**src/rtl/keypad_scanner.sv**
```systemverilog
// keypad_scanner
//   ROWS x COLS matrix-keypad scanner with an integrated scan divider,
//   debounce, single-key/ghost rejection and a first-word-fall-through
//   key-code FIFO read over a valid/ready handshake.
//
// Ports
//   clk, rst    system clock, asynchronous active-high reset
//   row         row sense, active-low, asynchronous to clk
//   col         column drive, active-low one-hot
//   key_code    FIFO head, code = col_idx*ROWS + row_idx
//   key_valid   FIFO non-empty
//   key_ready   consumer takes the head when key_valid && key_ready
//   fifo_count  number of entries held
//   overflow    sticky, a code was dropped on a full FIFO
//
// Build option
//   KEYPAD_REPEAT_EN: auto-repeat of a held key after REPEAT_DELAY ticks,
//   then every REPEAT_RATE ticks. Without it REPEAT_* are ignored.
module keypad_scanner #(
    parameter int ROWS         = 4,
    parameter int COLS         = 4,
    parameter int SCAN_DIV     = 100000,
    parameter int DEBOUNCE     = 4,
    parameter int FIFO_DEPTH   = 8,
    parameter int REPEAT_DELAY = 250,
    parameter int REPEAT_RATE  = 50,
    localparam int CODE_W      = $clog2(ROWS * COLS),
    localparam int CNT_W       = $clog2(FIFO_DEPTH) + 1
) (
    input  logic              clk,
    input  logic              rst,
    input  logic [ROWS-1:0]   row,
    output logic [COLS-1:0]   col,
    output logic [CODE_W-1:0] key_code,
    output logic              key_valid,
    input  logic              key_ready,
    output logic [CNT_W-1:0]  fifo_count,
    output logic              overflow
);

    localparam int DIV_W = $clog2(SCAN_DIV);
    localparam int COL_W = $clog2(COLS);
    localparam int ROW_W = $clog2(ROWS);
    localparam int DB_W  = $clog2(DEBOUNCE + 1);
    localparam int PTR_W = $clog2(FIFO_DEPTH);

    typedef enum logic [1:0] {
        ST_SCAN     = 2'd0,
        ST_DEBOUNCE = 2'd1,
        ST_HELD     = 2'd2
    } state_t;

    state_t            state_q, state_d;
    logic [ROWS-1:0]   row_s1_q, row_s2_q;
    logic [DIV_W-1:0]  div_q, div_d;
    logic [COL_W-1:0]  col_idx_q, col_idx_d, col_nxt;
    logic [CODE_W-1:0] code_q, code_d, code_now, push_code;
    logic [ROWS-1:0]   pat_q, pat_d;
    logic [DB_W-1:0]   cnt_q, cnt_d, rel_q, rel_d;
    logic [ROWS-1:0]   rows_low;
    logic [ROW_W-1:0]  row_idx;
    logic              tick, one_low, all_high;
    logic              fsm_push, rep_push, push_req;

    logic [CODE_W-1:0] mem_q [FIFO_DEPTH];
    logic [PTR_W-1:0]  wr_ptr_q, wr_ptr_d, rd_ptr_q, rd_ptr_d;
    logic [CNT_W-1:0]  count_q, count_d;
    logic [CODE_W-1:0] last_q, last_d;
    logic              ovf_q, ovf_d;
    logic              full, pop, push_ok;

    // Row decode on the synchronised sample: exactly one row low is a key,
    // anything with two or more rows low in one column is treated as ghosting.
    always_comb begin
        rows_low = ~row_s2_q;
        one_low  = (rows_low != '0) && ((rows_low & (rows_low - ROWS'(1))) == '0);
        all_high = (row_s2_q == '1);
        row_idx  = '0;
        for (int i = 0; i < ROWS; i++) begin
            if (rows_low[i]) row_idx = ROW_W'(i);
        end
        code_now = CODE_W'(col_idx_q) * CODE_W'(ROWS) + CODE_W'(row_idx);
        col_nxt  = (col_idx_q == COL_W'(COLS - 1)) ? '0 : col_idx_q + COL_W'(1);
        tick     = (div_q == DIV_W'(SCAN_DIV - 1));
        div_d    = tick ? '0 : div_q + DIV_W'(1);
        for (int c = 0; c < COLS; c++) begin
            col[c] = (col_idx_q != COL_W'(c));
        end
    end

    always_comb begin
        state_d   = state_q;
        col_idx_d = col_idx_q;
        code_d    = code_q;
        pat_d     = pat_q;
        cnt_d     = cnt_q;
        rel_d     = rel_q;
        fsm_push  = 1'b0;
        push_code = code_q;
        if (tick) begin
            case (state_q)
                ST_SCAN: begin
                    if (one_low) begin
                        code_d    = code_now;
                        pat_d     = row_s2_q;
                        cnt_d     = DB_W'(1);
                        rel_d     = '0;
                        push_code = code_now;
                        if (DEBOUNCE == 1) begin
                            fsm_push = 1'b1;
                            state_d  = ST_HELD;
                        end else begin
                            state_d  = ST_DEBOUNCE;
                        end
                    end else begin
                        col_idx_d = col_nxt;
                    end
                end
                ST_DEBOUNCE: begin
                    if (row_s2_q == pat_q) begin
                        cnt_d = cnt_q + DB_W'(1);
                        if (cnt_q + DB_W'(1) == DB_W'(DEBOUNCE)) begin
                            fsm_push = 1'b1;
                            rel_d    = '0;
                            state_d  = ST_HELD;
                        end
                    end else begin
                        state_d   = ST_SCAN;
                        col_idx_d = col_nxt;
                    end
                end
                ST_HELD: begin
                    if (all_high) begin
                        rel_d = rel_q + DB_W'(1);
                        if (rel_q + DB_W'(1) == DB_W'(DEBOUNCE)) begin
                            rel_d     = '0;
                            state_d   = ST_SCAN;
                            col_idx_d = col_nxt;
                        end
                    end else begin
                        rel_d = '0;
                    end
                end
                default: state_d = ST_SCAN;
            endcase
        end
    end

`ifdef KEYPAD_REPEAT_EN
    localparam int REP_MAX = (REPEAT_DELAY > REPEAT_RATE) ? REPEAT_DELAY : REPEAT_RATE;
    localparam int REP_W   = $clog2(REP_MAX + 1);

    logic [REP_W-1:0] rep_cnt_q, rep_cnt_d, rep_target;
    logic             rep_arm_q, rep_arm_d;

    // rep_arm_q marks that the first (long) repeat delay has elapsed.
    always_comb begin
        rep_cnt_d  = rep_cnt_q;
        rep_arm_d  = rep_arm_q;
        rep_push   = 1'b0;
        rep_target = rep_arm_q ? REP_W'(REPEAT_RATE) : REP_W'(REPEAT_DELAY);
        if (state_q != ST_HELD) begin
            rep_cnt_d = '0;
            rep_arm_d = 1'b0;
        end else if (tick) begin
            if (row_s2_q == pat_q) begin
                if (rep_cnt_q + REP_W'(1) == rep_target) begin
                    rep_push  = 1'b1;
                    rep_cnt_d = '0;
                    rep_arm_d = 1'b1;
                end else begin
                    rep_cnt_d = rep_cnt_q + REP_W'(1);
                end
            end else begin
                rep_cnt_d = '0;
                rep_arm_d = 1'b0;
            end
        end
    end

    always_ff @(posedge clk or posedge rst) begin
        if (rst) begin
            rep_cnt_q <= '0;
            rep_arm_q <= 1'b0;
        end else begin
            rep_cnt_q <= rep_cnt_d;
            rep_arm_q <= rep_arm_d;
        end
    end
`else
    logic unused_repeat_params;
    assign unused_repeat_params = ((REPEAT_DELAY + REPEAT_RATE) != 0);
    assign rep_push = 1'b0;
`endif

    // FIFO: a push into a full FIFO only lands if the head leaves the same cycle.
    always_comb begin
        push_req  = fsm_push | rep_push;
        key_valid = (count_q != '0);
        pop       = key_valid & key_ready;
        full      = (count_q == CNT_W'(FIFO_DEPTH));
        push_ok   = push_req & (~full | pop);
        ovf_d     = ovf_q | (push_req & full & ~pop);
        wr_ptr_d  = push_ok ? wr_ptr_q + PTR_W'(1) : wr_ptr_q;
        rd_ptr_d  = pop ? rd_ptr_q + PTR_W'(1) : rd_ptr_q;
        last_d    = pop ? mem_q[rd_ptr_q] : last_q;
        case ({push_ok, pop})
            2'b10:   count_d = count_q + CNT_W'(1);
            2'b01:   count_d = count_q - CNT_W'(1);
            default: count_d = count_q;
        endcase
        key_code   = key_valid ? mem_q[rd_ptr_q] : last_q;
        fifo_count = count_q;
        overflow   = ovf_q;
    end

    always_ff @(posedge clk) begin
        if (push_ok) mem_q[wr_ptr_q] <= push_code;
    end

    always_ff @(posedge clk or posedge rst) begin
        if (rst) begin
            row_s1_q  <= '1;
            row_s2_q  <= '1;
            state_q   <= ST_SCAN;
            div_q     <= '0;
            col_idx_q <= '0;
            code_q    <= '0;
            pat_q     <= '1;
            cnt_q     <= '0;
            rel_q     <= '0;
            wr_ptr_q  <= '0;
            rd_ptr_q  <= '0;
            count_q   <= '0;
            last_q    <= '0;
            ovf_q     <= 1'b0;
        end else begin
            row_s1_q  <= row;
            row_s2_q  <= row_s1_q;
            state_q   <= state_d;
            div_q     <= div_d;
            col_idx_q <= col_idx_d;
            code_q    <= code_d;
            pat_q     <= pat_d;
            cnt_q     <= cnt_d;
            rel_q     <= rel_d;
            wr_ptr_q  <= wr_ptr_d;
            rd_ptr_q  <= rd_ptr_d;
            count_q   <= count_d;
            last_q    <= last_d;
            ovf_q     <= ovf_d;
        end
    end

endmodule
```
**config.mk**
```make
export PLATFORM = sky130hd
export DESIGN_NAME = keypad_scanner
export DESIGN_NICKNAME = d
export VERILOG_FILES = /design/src/rtl/keypad_scanner.sv
export SDC_FILE = /design/constraint.sdc
export NUM_CORES = 1
export LEC_CHECK = 0
export ABC_AREA = 0
export ABC_CLOCK_PERIOD_IN_PS = 4400
export CORE_MARGIN = 4
export CORE_UTILIZATION = 40
export CTS_CLUSTER_DIAMETER = 100
export CTS_CLUSTER_SIZE = 24
export DETAILED_ROUTE_END_ITERATION = 7
export PLACE_DENSITY_LB_ADDON = 0.1
export SLEW_MARGIN = 5
export SYNTH_ARGS = -nofsm -noshare
export SYNTH_HDL_FRONTEND = slang
export SYNTH_SLANG_ARGS = --single-unit
```
**constraint.sdc**
```tcl
create_clock -name clk -period 4.4 [get_ports clk]
set_input_delay 0.88 -clock clk [delete_from_list [all_inputs] [get_ports clk]]
set_output_delay 0.88 -clock clk [all_outputs]
set_load 0.01 [all_outputs]
```
==> results of run 1 <==
==> where the power goes <==
group	leakage (nW)	switching, W	total (W)	internal, W
clock	0.108	0.000334	0.000608	0.000275
sequential	1.02	0.0000976	0.00102	0.000921
combinational	0.806	0.000182	0.000450	0.000268
==> synth_stat cells, types with 4 or more instances <==
cell type	number
dfrtp_1	46
edfxtp_1	32
nor2_1	25
nand2_1	21
xnor2_1	16
inv_1	15
mux2_2	14
ha_1	13
xor2_1	13
dfstp_2	12
nand3_1	12
a21oi_1	11
mux4_2	8
mux2i_1	7
nor3_1	7
nand2b_1	6
o21ai_0	6
a21o_1	5
nand4_1	4
nor4_1	4
==> per-stage QoR <==
| stage | cells | hold slack (ns) | setup WS, ns |
|---|---|---|---|
| after global placement | 472 | 0.346 | 1.41 |
| after CTS | 488 | 0.361 | 0.930 |
| after global routing | 488 | 0.365 | 0.855 |
| final | 488 | 0.360 | 1.01 |
| after detailed placement | 472 | 0.347 | 1.34 |
| after floorplan | 323 | 0.345 | 1.65 |
==> per-layer routing <==
metal  vias to the layer above  part of all wire (%)  GRT usage (%)  routed length (um)
met3                        10                   4.5           3.60                 349
met4                         0                   2.0           6.16                 153
met1                      1208                    51           19.5                4010
li1                       1218                     -              -                   -
met2                        56                    42           18.3                3290
met5                         -                     0              0                   0
==> registers in the layout (all words and copies together), names as in the netlist <==
signal,flops
row_s2_q,4
fifo_count,4
state_q,2
rel_q,3
div_q,17
col_idx_q,2
wr_ptr_q,3
overflow,1
pat_q,4
last_q,4
cnt_q,3
row_s1_q,4
rd_ptr_q,3
code_q,4
mem_q,32
==> area by class of cell <==
class | count | area (um^2) | share of cell area, %
sequential | 90 | 2430 | 50.7
multi-input combinational | 209 | 1710 | 35.7
timing repair buffer | 22 | 215 | 4.50
tap | 136 | 170 | 3.56
clock buffer | 9 | 124 | 2.59
clock inverter | 7 | 83.8 | 1.75
inverter | 15 | 56.3 | 1.18
==> critical path, delay by kind of cell (launching register included) <==
| family | cells | cell delay [ns] |
|---|---|---|
| DFF | 1 | 0.73 |
| buffers and inverters | 1 | 0.49 |
| AOI/OAI and AO/OA | 1 | 0.09 |
| muxes | 2 | 0.82 |
==> logic make-up (layout without fill, tap and decap cells) <==
family / count (synthesis) / in the layout / synth area share [%]
and+or+nand+nor: 103 / 103 / 14.8
DFF: 90 / 90 / 57.2
AOI/OAI and AO/OA: 33 / 33 / 5.01
muxes: 30 / 30 / 10.1
xor gates and xnor gates: 29 / 29 / 5.98
buffers and inverters: 24 / 53 / 2.56
adders and majority gates: 14 / 14 / 4.30
==> worst max path at each step <==
stage	from	endpoint	slack [ns]	cells past startpoint
finish	rd_ptr_q[0]$_DFFE_PP0P_	key_code[1]	1.01	4
global route	rd_ptr_q[0]$_DFFE_PP0P_	key_code[1]	0.85	4
CTS	rd_ptr_q[0]$_DFFE_PP0P_	key_code[1]	0.93	4
detailed placement	key_ready	mem_q[1][3]$_DFFE_PP_	1.34	6
global placement	key_ready	mem_q[1][2]$_DFFE_PP_	1.41	6
floorplan	div_q[0]$_DFF_PP0_	fifo_count[3]$_DFFE_PP0P_	1.65	13
==> results by group, run 1 <==
Clock network
  – CTS root buffer: clkbuf_8
  – Clk_lat worst skew: 0.37 ns
  – CTS tree: yes
  – Hold_buf cts: 0
  – Total setup buffers inserted after CTS: 0
  – Clock sinks: 90
  – Clk buf depth: 2
  – Htree depth: 3
  – Total CTS buffers: 9
  – Worst-path clk slew: approximately 0.10 ns
  – Post-cts sizing count: 0

STA
  – Hold Fails Final Rpt: 0
  – Final setup fails: 0
  – Worst slew pin tran: 0.880 ns
  – Setup TNS: 0 ns
  – Post-route clock period utilization: 77.1%
  – FMAX: 295 MHz
  – Layout Skew: 0.0101 ns
  – Relative slew margins: 40.8%
  – Final slew viol count: 0
  – Minimum clock period: 3.39 ns
  – RSZ-0062 raised after global routing: no

Route
  – First-pass DRT Iterations: 4
  – Vias/cell: 5.11
  – Final WL: 7800 um
  – DR WL/cell: 16.0 um
  – Vias: 2492
  – ANT nets after route: 0
  – Initial DRC count: 154
  – DRC: 0

Run status
  – Status: completed

Worst setup path
  – Worst r2r path cells: 12
  – CP Capture Type: output port
  – CP startpoint kind: flop
  – R2r startpoint: div_q[0]$_DFF_PP0_
  – R2R Path End: fifo_count[3]$_DFFE_PP0P_
  – Critical-path cell list: mux4_2, mux2i_1, a21oi_1, clkdlybuf4s50_1
  – CP max-delay cell: dfrtp_1
  – R2R setup slack: around 1.4 ns
  – CP peak stage delay: 0.73 ns
  – CP Data Arrival Time: 2.51 ns
  – Req. time, crit path: 3.52 ns
  – Worst-path fanout max: 10
  – Worst Setup Path Type: flop to output port

GRT
  – Global-route usage over all layers: 13.4%
  – GRT overflow: 0
  – Wire length of the first global-routing pass: 12800 um
  – Vias in the first global route: 2481
  – Initial antenna violation count: 0
  – Largest net degree at the start of global routing: 32

Cells and area
  – Antenna Cells: 0
  – Most frequent cells in the layout: 46 x dfrtp_1, 32 x edfxtp_1, 25 x nor2_1
  – Area Overhead vs Synth: 12.7%
  – Commonest non-fill, non-tap cell in the layout: dfrtp_1
  – Final Util: between 40% and 50%
  – Filler cell count: 944
  – Fin nets: 368
  – Share of cells above drive strength 1: around a fifth
  – Cell area after layout: approximately 4800 um^2

Placement
  – GP Congestion: 0.763
  – Area of placed instances: 4580 um^2
  – DP HPWL: approximately 5500 um
  – Port bufs: 20

Pwr
  – PD cells: about 430 nW/um^2
  – Leakage power: 1.93 nW
  – Total power: 0.00208 W
  – Peak VDD IR: about 0.24 mV

Min path
  – Hold path endpoint: row_s2_q[0]$_DFF_PP1_
  – Hold path cells: 0
  – Hold Startpoint: row_s1_q[0]$_DFF_PP1_
  – Worst min-delay path category: flop to flop

Synth
  – Mapped cell area: 4240 um^2
  – Largest cells by area after synthesis: dfrtp_1 27%, edfxtp_1 23%, dfstp_2 7.4%, mux4_2 4.2%, ha_1 3.8%
  – Area leader, netlist: dfrtp_1
  – EDFF count, synth: 32
  – Ys Warns: 0
  – Register bit total from synthesis: 90
  – Syn_area_per_cell: 13.1 um^2
  – Count of unique library cells instantiated by Yosys: 53
  – Seq/Total Area, Yosys: 57.2%
  – Mapped Nets: 344
  – Cells after Synth: 323
  – Post-synth top flop: dfrtp_1
  – FFs w/ async S/R, synth: 64.4%
  – Top cell type's share of synthesized area: 27.1%

Die
  – I/O pin count: 21
  – Rows: 37
  – Die Span X: 111 um
  – Core ar.: 10300 um^2
  – Height of the chip: about 110 um
  – Initial core utilization: between 40 and 50%
  – Die ar.: 12300 um^2

Job
  – Max cap viols: 0
Note: power is estimated with default switching activity, not from simulation.
==> run 2: changes to the inputs <==
--- a/config.mk
+++ b/config.mk
@@ -6,7 +6,7 @@
 export NUM_CORES = 1
 export LEC_CHECK = 0
 export ABC_AREA = 0
-export ABC_CLOCK_PERIOD_IN_PS = 4400
+export ABC_CLOCK_PERIOD_IN_PS = 3200
 export CORE_MARGIN = 4
 export CORE_UTILIZATION = 40
 export CTS_CLUSTER_DIAMETER = 100
==> constraint.sdc (replaced) <==
create_clock -name clk -period 3.2 [get_ports clk]
set_input_delay 0.64 -clock clk [delete_from_list [all_inputs] [get_ports clk]]
set_output_delay 0.64 -clock clk [all_outputs]
set_load 0.01 [all_outputs]
==> results by group, run 2 (synthesis gave the netlist of run 1 again) <==
STA
  – Worst slew pin tran: between 0.5 and 0.6 ns
  – Post-route clock period utilization: 93.0%
  – Hold Fails Final Rpt: 0
  – Final setup fails: 0
  – Setup TNS: 0 ns
  – Layout Skew: 0.0127 ns
  – RSZ-0062 raised after global routing: no
  – Minimum clock period: 2.98 ns
  – Relative slew margins: 60.4%
  – FMAX: 336 MHz
  – Final slew viol count: 0

Clock network
  – Hold_buf cts: 0
  – Total CTS buffers: 9
  – Clk buf depth: 2
  – Htree depth: 3
  – Total setup buffers inserted after CTS: 0
  – CTS tree: yes
  – Clk_lat worst skew: 0.36 ns
  – Post-cts sizing count: 0
  – Worst-path clk slew: about 0.09 ns
  – CTS root buffer: clkbuf_8
  – Clock sinks: 90

GRT
  – Global-route usage over all layers: about an eighth
  – Wire length of the first global-routing pass: between 10000 and 15000 um
  – GRT overflow: 0
  – Vias in the first global route: 2440
  – Initial antenna violation count: 0
  – Largest net degree at the start of global routing: 59

Route
  – Initial DRC count: 105
  – First-pass DRT Iterations: 4
  – ANT nets after route: 0
  – DRC: 0
  – DR WL/cell: 14.6 um
  – Final WL: roughly 7200 um
  – Vias/cell: 4.98
  – Vias: 2461

Min path
  – Worst min-delay path category: flop to flop

Placement
  – Port bufs: 20
  – DP HPWL: 5060 um
  – GP Congestion: 0.732

Cells and area
  – Fin nets: 374
  – Most frequent cells in the layout: 46 x dfrtp_1, 32 x edfxtp_1, 25 x nor2_1
  – Most flop-heavy register: mem_q
  – Commonest non-fill, non-tap cell in the layout: dfrtp_1
  – Antenna Cells: 0
  – Area Overhead vs Synth: 13.6%
  – Filler cell count: slightly above 900
  – Top flop regs: mem_q (32), div_q (17)
  – Final Util: 46.7%
  – Max reg flops: 32
  – Share of cells above drive strength 1: 20.4%

Worst setup path
  – Req. time, crit path: 2.56 ns
  – CP Capture Type: output port
  – CP startpoint kind: flop
  – Worst-path fanout max: 12
  – Worst Setup Path Type: flop to output port
  – CP Data Arrival Time: roughly 2.3 ns

Pwr
  – Total power: 0.00277 W
  – P_sw: 0.000823 W
  – Clk pwr share: a little over a quarter
  – Sw frac: 29.7%
  – Leakage power: ~1.9 nW
  – Logic gate share of total power: 23.8%
  – P_int: about 0.002 W
  – PD cells: 574 nW/um^2
  – Sequential power share: 49.3%
  – Peak VDD IR: 0.292 mV

Die
  – Height of the chip: 111 um
  – Rows: 37
  – I/O pin count: 21
  – Die ar.: 12300 um^2
  – Initial core utilization: 41.1%
  – Die Span X: 111 um
  – Core ar.: 10300 um^2

Run status
  – Status: completed

Job
  – Max cap viols: 0
==> run 2: routing by layer <==
metal  global-route usage [%]  vias up  wire (um)
li1                         -     1217          -
met1                     18.2     1209       3670
met2                     18.6       31       3270
met3                     3.71        4        244
met4                     3.45        0         57
met5                        0        -          0
==> run 2: critical path: stages (launching register included) <==
cell and delay, ns:
dfrtp_1 0.46, or4_1 0.75, a21oi_1 0.21, clkdlybuf4s50_1 0.55
==> run 2: stage by stage <==
stage / instances / worst slack [ns] / hold slack, ns / cell area [um^2]
finish: 494 / 0.223 / 0.358 / 4820
global route: 494 / 0.0550 / 0.363 / 4820
CTS: 494 / 0.184 / 0.360 / 4820
detailed placement: 478 / 0.305 / 0.347 / 4630
global placement: 478 / 0.409 / 0.346 / 4630
floorplan: 323 / 0.450 / 0.345 / 4240
==> run 2: final cells by class <==
cell class / instances / area, um^2 / area share [%]
inverter: 15 / 56.3 / 1.17
tap: 136 / 170 / 3.53
multi-input combinational: 209 / 1710 / 35.4
clock buffer: 9 / 124 / 2.57
sequential: 90 / 2430 / 50.4
timing repair buffer: 28 / 273 / 5.66
clock inverter: 7 / 61.3 / 1.27
==> run 2: worst paths after layout <==
path | slack (ns) | startpoint | depth (start not counted) | end
max in group asynchronous | 2.26 | rst | 3 | pat_q[1]$_DFFE_PP1P_
min in group asynchronous | 0.64 | rst | 3 | rel_q[2]$_DFFE_PP0P_
worst max-delay path | 0.22 | fifo_count[0]$_DFFE_PP0P_ | 3 | key_code[2]
worst min register to register | 0.36 | row_s1_q[0]$_DFF_PP1_ | 0 | row_s2_q[0]$_DFF_PP1_
worst min-delay path | 0.36 | row_s1_q[0]$_DFF_PP1_ | 0 | row_s2_q[0]$_DFF_PP1_
worst max register to register | 0.28 | div_q[0]$_DFF_PP0_ | 12 | fifo_count[3]$_DFFE_PP0P_
==> run 2: power by group through the flow <==
stage          Clock, W  Sequential, W  Combinational (W)
2_1_floorplan         0        0.00135           0.000467
3_3_place_gp          0        0.00139           0.000665
3_5_place_dp          0        0.00139           0.000673
4_1_cts        0.000775        0.00137           0.000674
5_1_grt        0.000842        0.00138           0.000733
6_report       0.000744        0.00137           0.000659
==> run 3: changes to the inputs <==
--- a/config.mk
+++ b/config.mk
@@ -7,10 +7,11 @@
 export LEC_CHECK = 0
 export ABC_AREA = 0
 export ABC_CLOCK_PERIOD_IN_PS = 3200
+export CORE_ASPECT_RATIO = 1.5
 export CORE_MARGIN = 4
 export CORE_UTILIZATION = 40
 export CTS_CLUSTER_DIAMETER = 100
-export CTS_CLUSTER_SIZE = 24
+export CTS_CLUSTER_SIZE = 16
 export DETAILED_ROUTE_END_ITERATION = 7
 export PLACE_DENSITY_LB_ADDON = 0.1
 export SLEW_MARGIN = 5
==> results by group, run 3 (synthesis gave the netlist of run 1 again) <==
Cells and area
  – Most frequent cells in the layout: 46 x dfrtp_1, 32 x edfxtp_1, 25 x nor2_1
  – Area Overhead vs Synth: 16.8%
  – Fin nets: 375
  – Antenna Cells: 0
  – Top flop regs: mem_q (32), div_q (17)
  – Cell area after layout: slightly below 5000 um^2
  – Most flop-heavy register: mem_q
  – Max reg flops: 32
  – Commonest non-fill, non-tap cell in the layout: dfrtp_1
  – Share of cells above drive strength 1: 20.7%

GRT
  – Largest net degree at the start of global routing: 59
  – Initial antenna violation count: 0
  – Wire length of the first global-routing pass: 13000 um
  – GRT overflow: 0
  – Vias in the first global route: 2637
  – Global-route usage over all layers: 13.6%

STA
  – RSZ-0062 raised after global routing: no
  – Layout Skew: 0.00563 ns
  – Final slew viol count: 0
  – Hold Fails Final Rpt: 0
  – Final setup fails: 0
  – Setup TNS: 0 ns
  – Minimum clock period: roughly 3 ns
  – Fin Hold WS: 0.357 ns
  – Worst slew pin tran: 0.766 ns
  – Post-route clock period utilization: between 90% and 100%
  – Relative slew margins: 48.9%
  – FMAX: 332 MHz

Worst setup path
  – Worst-path fanout max: 12
  – Critical-path cell list: or4_1, a21oi_1, clkdlybuf4s50_1
  – R2r startpoint: div_q[0]$_DFF_PP0_
  – CP Data Arrival Time: around 2.4 ns
  – CP max-delay cell: or4_1
  – CP peak stage delay: 0.79 ns
  – Crit path launch: fifo_count[0]$_DFFE_PP0P_
  – Req. time, crit path: between 2 and 3 ns
  – CP startpoint kind: flop
  – Worst Setup Path Type: flop to output port
  – CP Capture Type: output port
  – Worst r2r path cells: 12

Pwr
  – P_sw: 0.000812 W
  – Leakage power: around 2 nW
  – Clk pwr share: 35.4%
  – Peak VDD IR: 0.307 mV
  – Sequential power share: 43.4%
  – Total power: 0.00316 W
  – P_int: 0.00235 W
  – Logic gate share of total power: about a fifth
  – PD cells: 638 nW/um^2
  – Sw frac: 25.7%

Die
  – Rows: 45
  – Die Span X: 92.1 um
  – Height of the chip: 134 um
  – Core ar.: 10200 um^2
  – Initial core utilization: 41.4%
  – Die ar.: 12400 um^2
  – I/O pin count: 21

Job
  – Max cap viols: 0

Route
  – Final WL: between 7000 and 8000 um
  – ANT nets after route: 0
  – DRC: 0
  – Vias/cell: between 4 and 5
  – Initial DRC count: 85
  – DR WL/cell: 15.4 um
  – First-pass DRT Iterations: 4
  – Vias: 2483

Placement
  – GP Congestion: 0.762
  – Port bufs: 20
  – Area of placed instances: 4640 um^2
  – DP HPWL: 5620 um

Min path
  – Worst min-delay path category: flop to flop
  – Hold Startpoint: row_s1_q[0]$_DFF_PP1_
  – Hold path cells: 0

Run status
  – Status: completed

Clock network
  – CTS root buffer: clkbuf_16
  – Clock sinks: 90
  – Hold_buf cts: 0
  – CTS tree: yes
  – Clk buf depth: 2
  – Total CTS buffers: 9
  – Clk_lat worst skew: around 0.34 ns
  – Worst-path clk slew: 0.06 ns
  – Htree depth: 3
-- run 3: cell types whose count changed in the layout (fill, tap and decap cells not counted) --
cell / before / now
clkinvlp_4: 2 / 1
inv_6: 1 / 0
clkbuf_1: 0 / 1
buf_4: 7 / 9
clkbuf_16: 0 / 9
inv_8: 3 / 0
and4_2: 1 / 2
buf_12: 1 / 0
and4_1: 3 / 2
clkbuf_8: 9 / 1
clkinv_4: 0 / 1
bufinv_16: 0 / 2
clkinv_1: 1 / 0
-- run 3: cell type report --
cell class | count | area [um^2]
fill | 966 | 5290
tap | 141 | 176
multi-input combinational | 209 | 1710
inverter | 15 | 56.3
clock inverter | 4 | 76.3
timing repair buffer | 29 | 268
sequential | 90 | 2430
clock buffer | 11 | 243
-- run 3: per-stage QoR --
| step | worst slack (ns) | util, % | cells |
|---|---|---|---|
| after CTS | 0.168 | 48.4 | 499 |
| after global placement | 0.415 | 45.2 | 484 |
| after global routing | 0.0560 | 48.4 | 499 |
| after floorplan | 0.450 | - | 323 |
| final | 0.191 | 48.4 | 499 |
| after detailed placement | 0.321 | 45.2 | 484 |
-- run 3: path summary, 6_finish.rpt --
check,slack (ns),endpoint
min reg2reg,0.36,row_s2_q[0]$_DFF_PP1_
max reg2reg,0.36,fifo_count[3]$_DFFE_PP0P_
max,0.19,key_code[1]
min in group asynchronous,0.84,code_q[3]$_DFF_PP0_
max in group asynchronous,1.86,div_q[6]$_DFF_PP0_
min,0.36,row_s2_q[0]$_DFF_PP1_
-- run 3: repair_timing --
action | CTS | global route
resized for setup | 0 | 1
buffers inserted | 0 | 0
setup endpoints to repair | 0 | 1
hold endpoints to repair | 0 | 0
-- run 3: power groups by stage --
stage          Combinational (W)  Clock (W)  Sequential [W]
2_1_floorplan           0.000467          0         0.00135
3_3_place_gp            0.000665          0         0.00139
3_5_place_dp            0.000688          0         0.00139
4_1_cts                 0.000687    0.00115         0.00137
5_1_grt                 0.000737    0.00119         0.00138
6_report                0.000670    0.00112         0.00137
-- run 3: metal layers --
| metal | routed length (um) | global-route usage (%) | vias up | part of all wire [%] |
|---|---|---|---|---|
| li1 | - | - | 1223 | - |
| met1 | 2950 | 14.1 | 1225 | 38 |
| met2 | 4420 | 26.1 | 22 | 58 |
| met3 | 129 | 2.02 | 13 | 1.7 |
| met4 | 179 | 7.02 | 0 | 2.3 |
| met5 | 0 | 0 | - | 0 |
-- run 3: critical path, delay by kind of cell, from the launching register on --
kind / cells / cell delay, ns
simple gates: 1 / 0.79
buf+inv: 1 / 0.55
flops: 1 / 0.45
compound gates: 1 / 0.23
==> RTL change 1: new RTL, flow settings as in run 2 <==
Add a define of `KEYPAD_REPEAT_EN`.
--- a/src/rtl/keypad_scanner.sv
+++ b/src/rtl/keypad_scanner.sv
@@ -17,4 +17,6 @@
 //   KEYPAD_REPEAT_EN: auto-repeat of a held key after REPEAT_DELAY ticks,
 //   then every REPEAT_RATE ticks. Without it REPEAT_* are ignored.
+`define KEYPAD_REPEAT_EN
+
 module keypad_scanner #(
     parameter int ROWS         = 4,
Function: no difference found for any inputs over 10 cycles, from zero or initial values and one cycle with rst high; that may be too few to reach the edited logic, so the function may still have changed.
==> RTL change 1 against run 2 <==
Design area is 13% higher; routed wire length is 21% higher; setup slack worse by 16 ps; sequential power is 4% higher; clock power is 47% higher; sequential cell count is 9 higher; power is 7.0% higher; largest power group unchanged; global-route usage is 1.8 points higher; area after synthesis is 12% higher.
==> RTL change 1: results (changes against run 2) <==
stage,metric,value,unit,change
logic_synthesis,Synth Area in Adders,0.0464,,+0.00338
logic_synthesis,post-synth cell types,58,,+9.4%
logic_synthesis,Post-Synth XOR/XNOR Area,0.0517,,-0.00815
global_routing,wire length of the first global-routing pass,15.1,mm,+21%
cells_and_area,register area,0.00265,mm2,+9.3%
logic_synthesis,sequential area share after synthesis,0.559,,-0.0127
worst_setup_path,crit-path max FO,6,,-6
cells_and_area,NonClk Buf Share,0.0528,,-0.00384
cells_and_area,biggest regs,"mem_q: 32 flops, div_q: 17 flops, rep_cnt_q: 8 flops",,
run_status,status,completed,,
logic_synthesis,"top cells by area, synth","dfrtp_1 (29%), edfxtp_1 (20%), dfstp_2 (6.6%), ha_1 (4.2%), xnor2_1 (3.9%)",,
worst_hold_path,hold endpoint,row_s2_q[2],,
route,vias per cell,5.20,,+4.3%
worst_hold_path,hold_sp,row_s1_q[2],,
route,Initial DRC Count,82,,-22%
cells_and_area,inverters,18,,+3
cells_and_area,fraction of standard cell area in multi-input logic,0.361,,+0.00688
global_routing,vias in the first global route,2995,,+23%
cells_and_area,fraction of layout cells with a size suffix above 1,0.174,,-0.0299
placed_design,Final HPWL DP,6.19,mm,+22%
worst_setup_path,crit path DAT,3270,ps,+930 ps
logic_synthesis,Syn Inst Count,396,,+23%
power_and_ir_drop,Static Leakage,2.27,nW,+16%
logic_synthesis,mux cell area share after synthesis,0.0778,,-0.0236
logic_synthesis,asr flop ratio synth,0.677,,+0.0323
global_routing,GR Layer Usage met1,0.187,,+0.00574
power_and_ir_drop,switch share,0.273,,-0.0247
placed_design,final RePlAce weighted congestion,0.776,,+6.1%
power_and_ir_drop,Peak VDD IR,0.228,mV,-22%
cells_and_area,comb_multi_in,268,,+28%
==> RTL change 1: worst max path at each step <==
stage | startpoint | end | cells after the start
2_1_floorplan | rep_cnt_q[0] | fifo_count[3] | 12
3_3_place_gp | rep_cnt_q[0] | fifo_count[3] | 12
3_5_place_dp | rep_cnt_q[0] | fifo_count[3] | 12
4_1_cts | rep_cnt_q[0] | fifo_count[3] | 12
5_1_grt | rep_cnt_q[0] | fifo_count[3] | 12
6_report | rep_cnt_q[0] | fifo_count[3] | 12
==> RTL change 1: repair_timing <==
| action | 4_1_cts | 5_1_grt |
|---|---|---|
| setup endpoints to repair | 0 | 9 |
| hold buffers | 0 | 0 |
| resized for setup | 0 | 1 |
| buffers inserted | 0 | 1 |
==> RTL change 1: critical path: stages, from the launching register on <==
cell      delay, ps
dfrtp_1         430
ha_1            280
or2_2           290
a21oi_1         130
and4bb_2        280
nand4_1         240
nand3b_2        200
inv_1            80
ha_1            270
a21o_1          180
a21oi_1         160
mux2i_1         230
xor2_1          150
==> RTL change 1: power by group through the flow <==
stage | combinational (W) | clock (W) | sequential [W]
after floorplan | 0.000316 | 0 | 0.00143
after global placement | 0.000443 | 0 | 0.00146
after detailed placement | 0.000448 | 0 | 0.00146
after CTS | 0.000448 | 0.00112 | 0.00144
after global routing | 0.000502 | 0.00118 | 0.00145
final | 0.000438 | 0.00109 | 0.00143
==> RTL change 1: through the flow <==
step | area (um2) | hold WS, ps
6_report | 5460 | 357
3_5_place_dp | 5150 | 347
2_1_floorplan | 4740 | 345
3_3_place_gp | 5150 | 345
4_1_cts | 5450 | 358
5_1_grt | 5460 | 359
==> RTL change 2: new RTL, flow settings as in run 2 <==
Made on the original files. Encoding of `state_t`: now one-hot (3 bits for 3 states).
--- a/src/rtl/keypad_scanner.sv
+++ b/src/rtl/keypad_scanner.sv
@@ -45,8 +45,8 @@
     localparam int PTR_W = $clog2(FIFO_DEPTH);
 
-    typedef enum logic [1:0] {
-        ST_SCAN     = 2'd0,
-        ST_DEBOUNCE = 2'd1,
-        ST_HELD     = 2'd2
+    typedef enum logic [2:0] {
+        ST_SCAN     = 3'b001,
+        ST_DEBOUNCE = 3'b010,
+        ST_HELD     = 3'b100
     } state_t;
 
Formal check against the unedited RTL: no difference found for any inputs over 10 cycles, from zero or initial values and one cycle with rst high; not proved beyond that.
==> RTL change 2 against run 2 <==
Global-route usage is 0.12 points higher; cell count is 1.8% higher; area after synthesis is 4.8% higher; power is 8.8% lower; sequential cell count is 1 higher; setup slack better by 74 ps; routed wire length is 3.0% higher; count of clock-buffer cells in the layout is 2 higher; design area is 2.3% higher; sequential share of layout area is 0.60 points lower.
==> RTL change 2: results (changes against run 2) <==
stage,metric,value,unit,change
route,routed wire length,7.45,mm,+3.0%
run_status,status,completed,,
route,WL/cell,14.8,um,+1.2%
cells_and_area,nets,379,,+1.3%
cts,post-CTS setup repair buffer count,0,,unchanged
logic_synthesis,post-synth cell types,64,,+21%
route,iteration count of the initial detailed-routing pass,4,,unchanged
logic_synthesis,"top cells by area, synth","dfrtp_1 (26%), edfxtp_1 (22%), dfstp_2 (7.7%), mux4_2 (4.1%), ha_1 (3.7%)",,
cells_and_area,number of fillers in the final layout,1011,,+9.8%
sta,Fin Clk Skew,11.0,ps,-1.70 ps
worst_setup_path,crit path from,rd_ptr_q[0],,
cells_and_area,fraction of layout cells with a size suffix above 1,0.223,,+0.0192
worst_setup_path,reg2reg path depth,6,,-6
worst_setup_path,CP endpoint,key_code[3],,
cts,TritonCTS Buffers,9,,unchanged
logic_synthesis,Post-synth top cells,"dfrtp_1 (46), edfxtp_1 (32), nor2_1 (28), nand2_1 (21), inv_1 (17)",,
global_routing,All-Layer GR Usage,0.127,,+0.00115
cts,root buffer cell,clkbuf_8,,
worst_setup_path,crit path DAT,2260,ps,-80 ps
cells_and_area,biggest regs,"mem_q: 32 flops, div_q: 17 flops",,
placed_design,Final HPWL DP,5.36,mm,+5.8%
global_routing,initial antenna violation count,0,,unchanged
power_and_ir_drop,Psw,0.000701,W,-15%
sta,max_slew headroom,0.396,,-0.209
power_and_ir_drop,Static Leakage,2.09,nW,+7.3%
sta,Max Clock Freq,345,MHz,+2.6%
route,Initial DRC Count,89,,-15%
power_and_ir_drop,Peak VDD IR,0.290,mV,-0.68%
logic_synthesis,Syn Inst Count,336,,+4.0%
logic_synthesis,sequential area share after synthesis,0.552,,-0.0202
cts,post-CTS sizing,0,,unchanged
route,vias,2523,,+2.5%
placed_design,final RePlAce weighted congestion,0.726,,-0.75%
worst_hold_path,worst hold path type,reg -> reg,,
cells_and_area,area grow syn2layout,10.9,%,
cts,Max clock buf depth,2,,unchanged
route,Antenna Violating Nets Remaining,0,,unchanged
logic_synthesis,Mapped Nets,357,,+3.8%
global_routing,wire length of the first global-routing pass,12.8,mm,+2.0%
placed_design,Placement Setup Slack,442,ps,+137 ps
worst_setup_path,R2R setup slack,460,ps,+180 ps
global_routing,largest net degree at the start of global routing,24,,-59%
logic_synthesis,top_reg_cell synth,dfrtp_1,,
logic_synthesis,asr flop ratio synth,0.648,,+0.00391
worst_setup_path,crit-path max FO,10,,-2
worst_setup_path,FF-to-FF Start,div_q[0],,
worst_setup_path,reg2reg end,mem_q[2][2],,
placed_design,Inst Count DP,487,,+1.9%
==> RTL change 2: power groups by stage <==
stage	Sequential (W)	Combinational, W	Clock, W
5_1_grt	0.00135	0.000513	0.000804
6_report	0.00133	0.000462	0.000728
3_5_place_dp	0.00136	0.000471	0
3_3_place_gp	0.00136	0.000469	0
4_1_cts	0.00134	0.000473	0.000761
2_1_floorplan	0.00133	0.000347	0
==> RTL change 2: worst min path at each step <==
stage	start	to	slack, ps	cells past startpoint
after floorplan	row_s1_q[0]	row_s2_q[0]	350	0
after global placement	row_s1_q[0]	row_s2_q[0]	350	0
after detailed placement	row_s1_q[2]	row_s2_q[2]	350	0
after CTS	row_s1_q[1]	row_s2_q[1]	350	0
after global routing	row_s1_q[1]	row_s2_q[1]	360	0
final	row_s1_q[1]	row_s2_q[1]	360	0
==> RTL change 2: worst max-delay path, stage by stage (launching register included) <==
cell and delay, ps:
dfrtp_1 330, buf_4 220, mux4_2 540, mux2i_1 210
a21oi_1 100, clkdlybuf4s50_1 490
==> RTL change 2: final cells by class <==
type / count / area share
multi-input combinational: 214 / 0.370
tap: 140 / 0.0355
timing repair buffer: 25 / 0.0482
inverter: 17 / 0.0129
sequential: 91 / 0.498
clock buffer: 11 / 0.0287
clock inverter: 5 / 0.00736
==> RTL change 2: logic make-up after synthesis <==
logic type / count (synthesis) / share of synthesized area
XOR/XNOR: 29 / 0.0630
adder cells (fa/ha/maj): 14 / 0.0411
buffers and inverters: 31 / 0.0383
AO/OA/AOI/OAI: 41 / 0.0684
AND/OR/NAND/NOR: 103 / 0.145
multiplexers: 27 / 0.0926
flip-flops: 91 / 0.552
==> RTL change 2: metal layers <==
layer,share of wire,wire length [um],GRT usage,vias to the layer above
li1,-,-,-,1248
met1,0.47,3500,0.166,1236
met2,0.48,3550,0.201,27
met5,0,0,0,-
met3,0.028,209,0.0244,12
met4,0.026,191,0.0697,0
==> RTL change 2: per-stage QoR <==
stage | total power (W) | cell area [um2]
floorplan | 0.00167 | 4450
global placement | 0.00183 | 4750
detailed placement | 0.00183 | 4750
CTS | 0.00257 | 4930
global route | 0.00267 | 4930
finish | 0.00252 | 4930
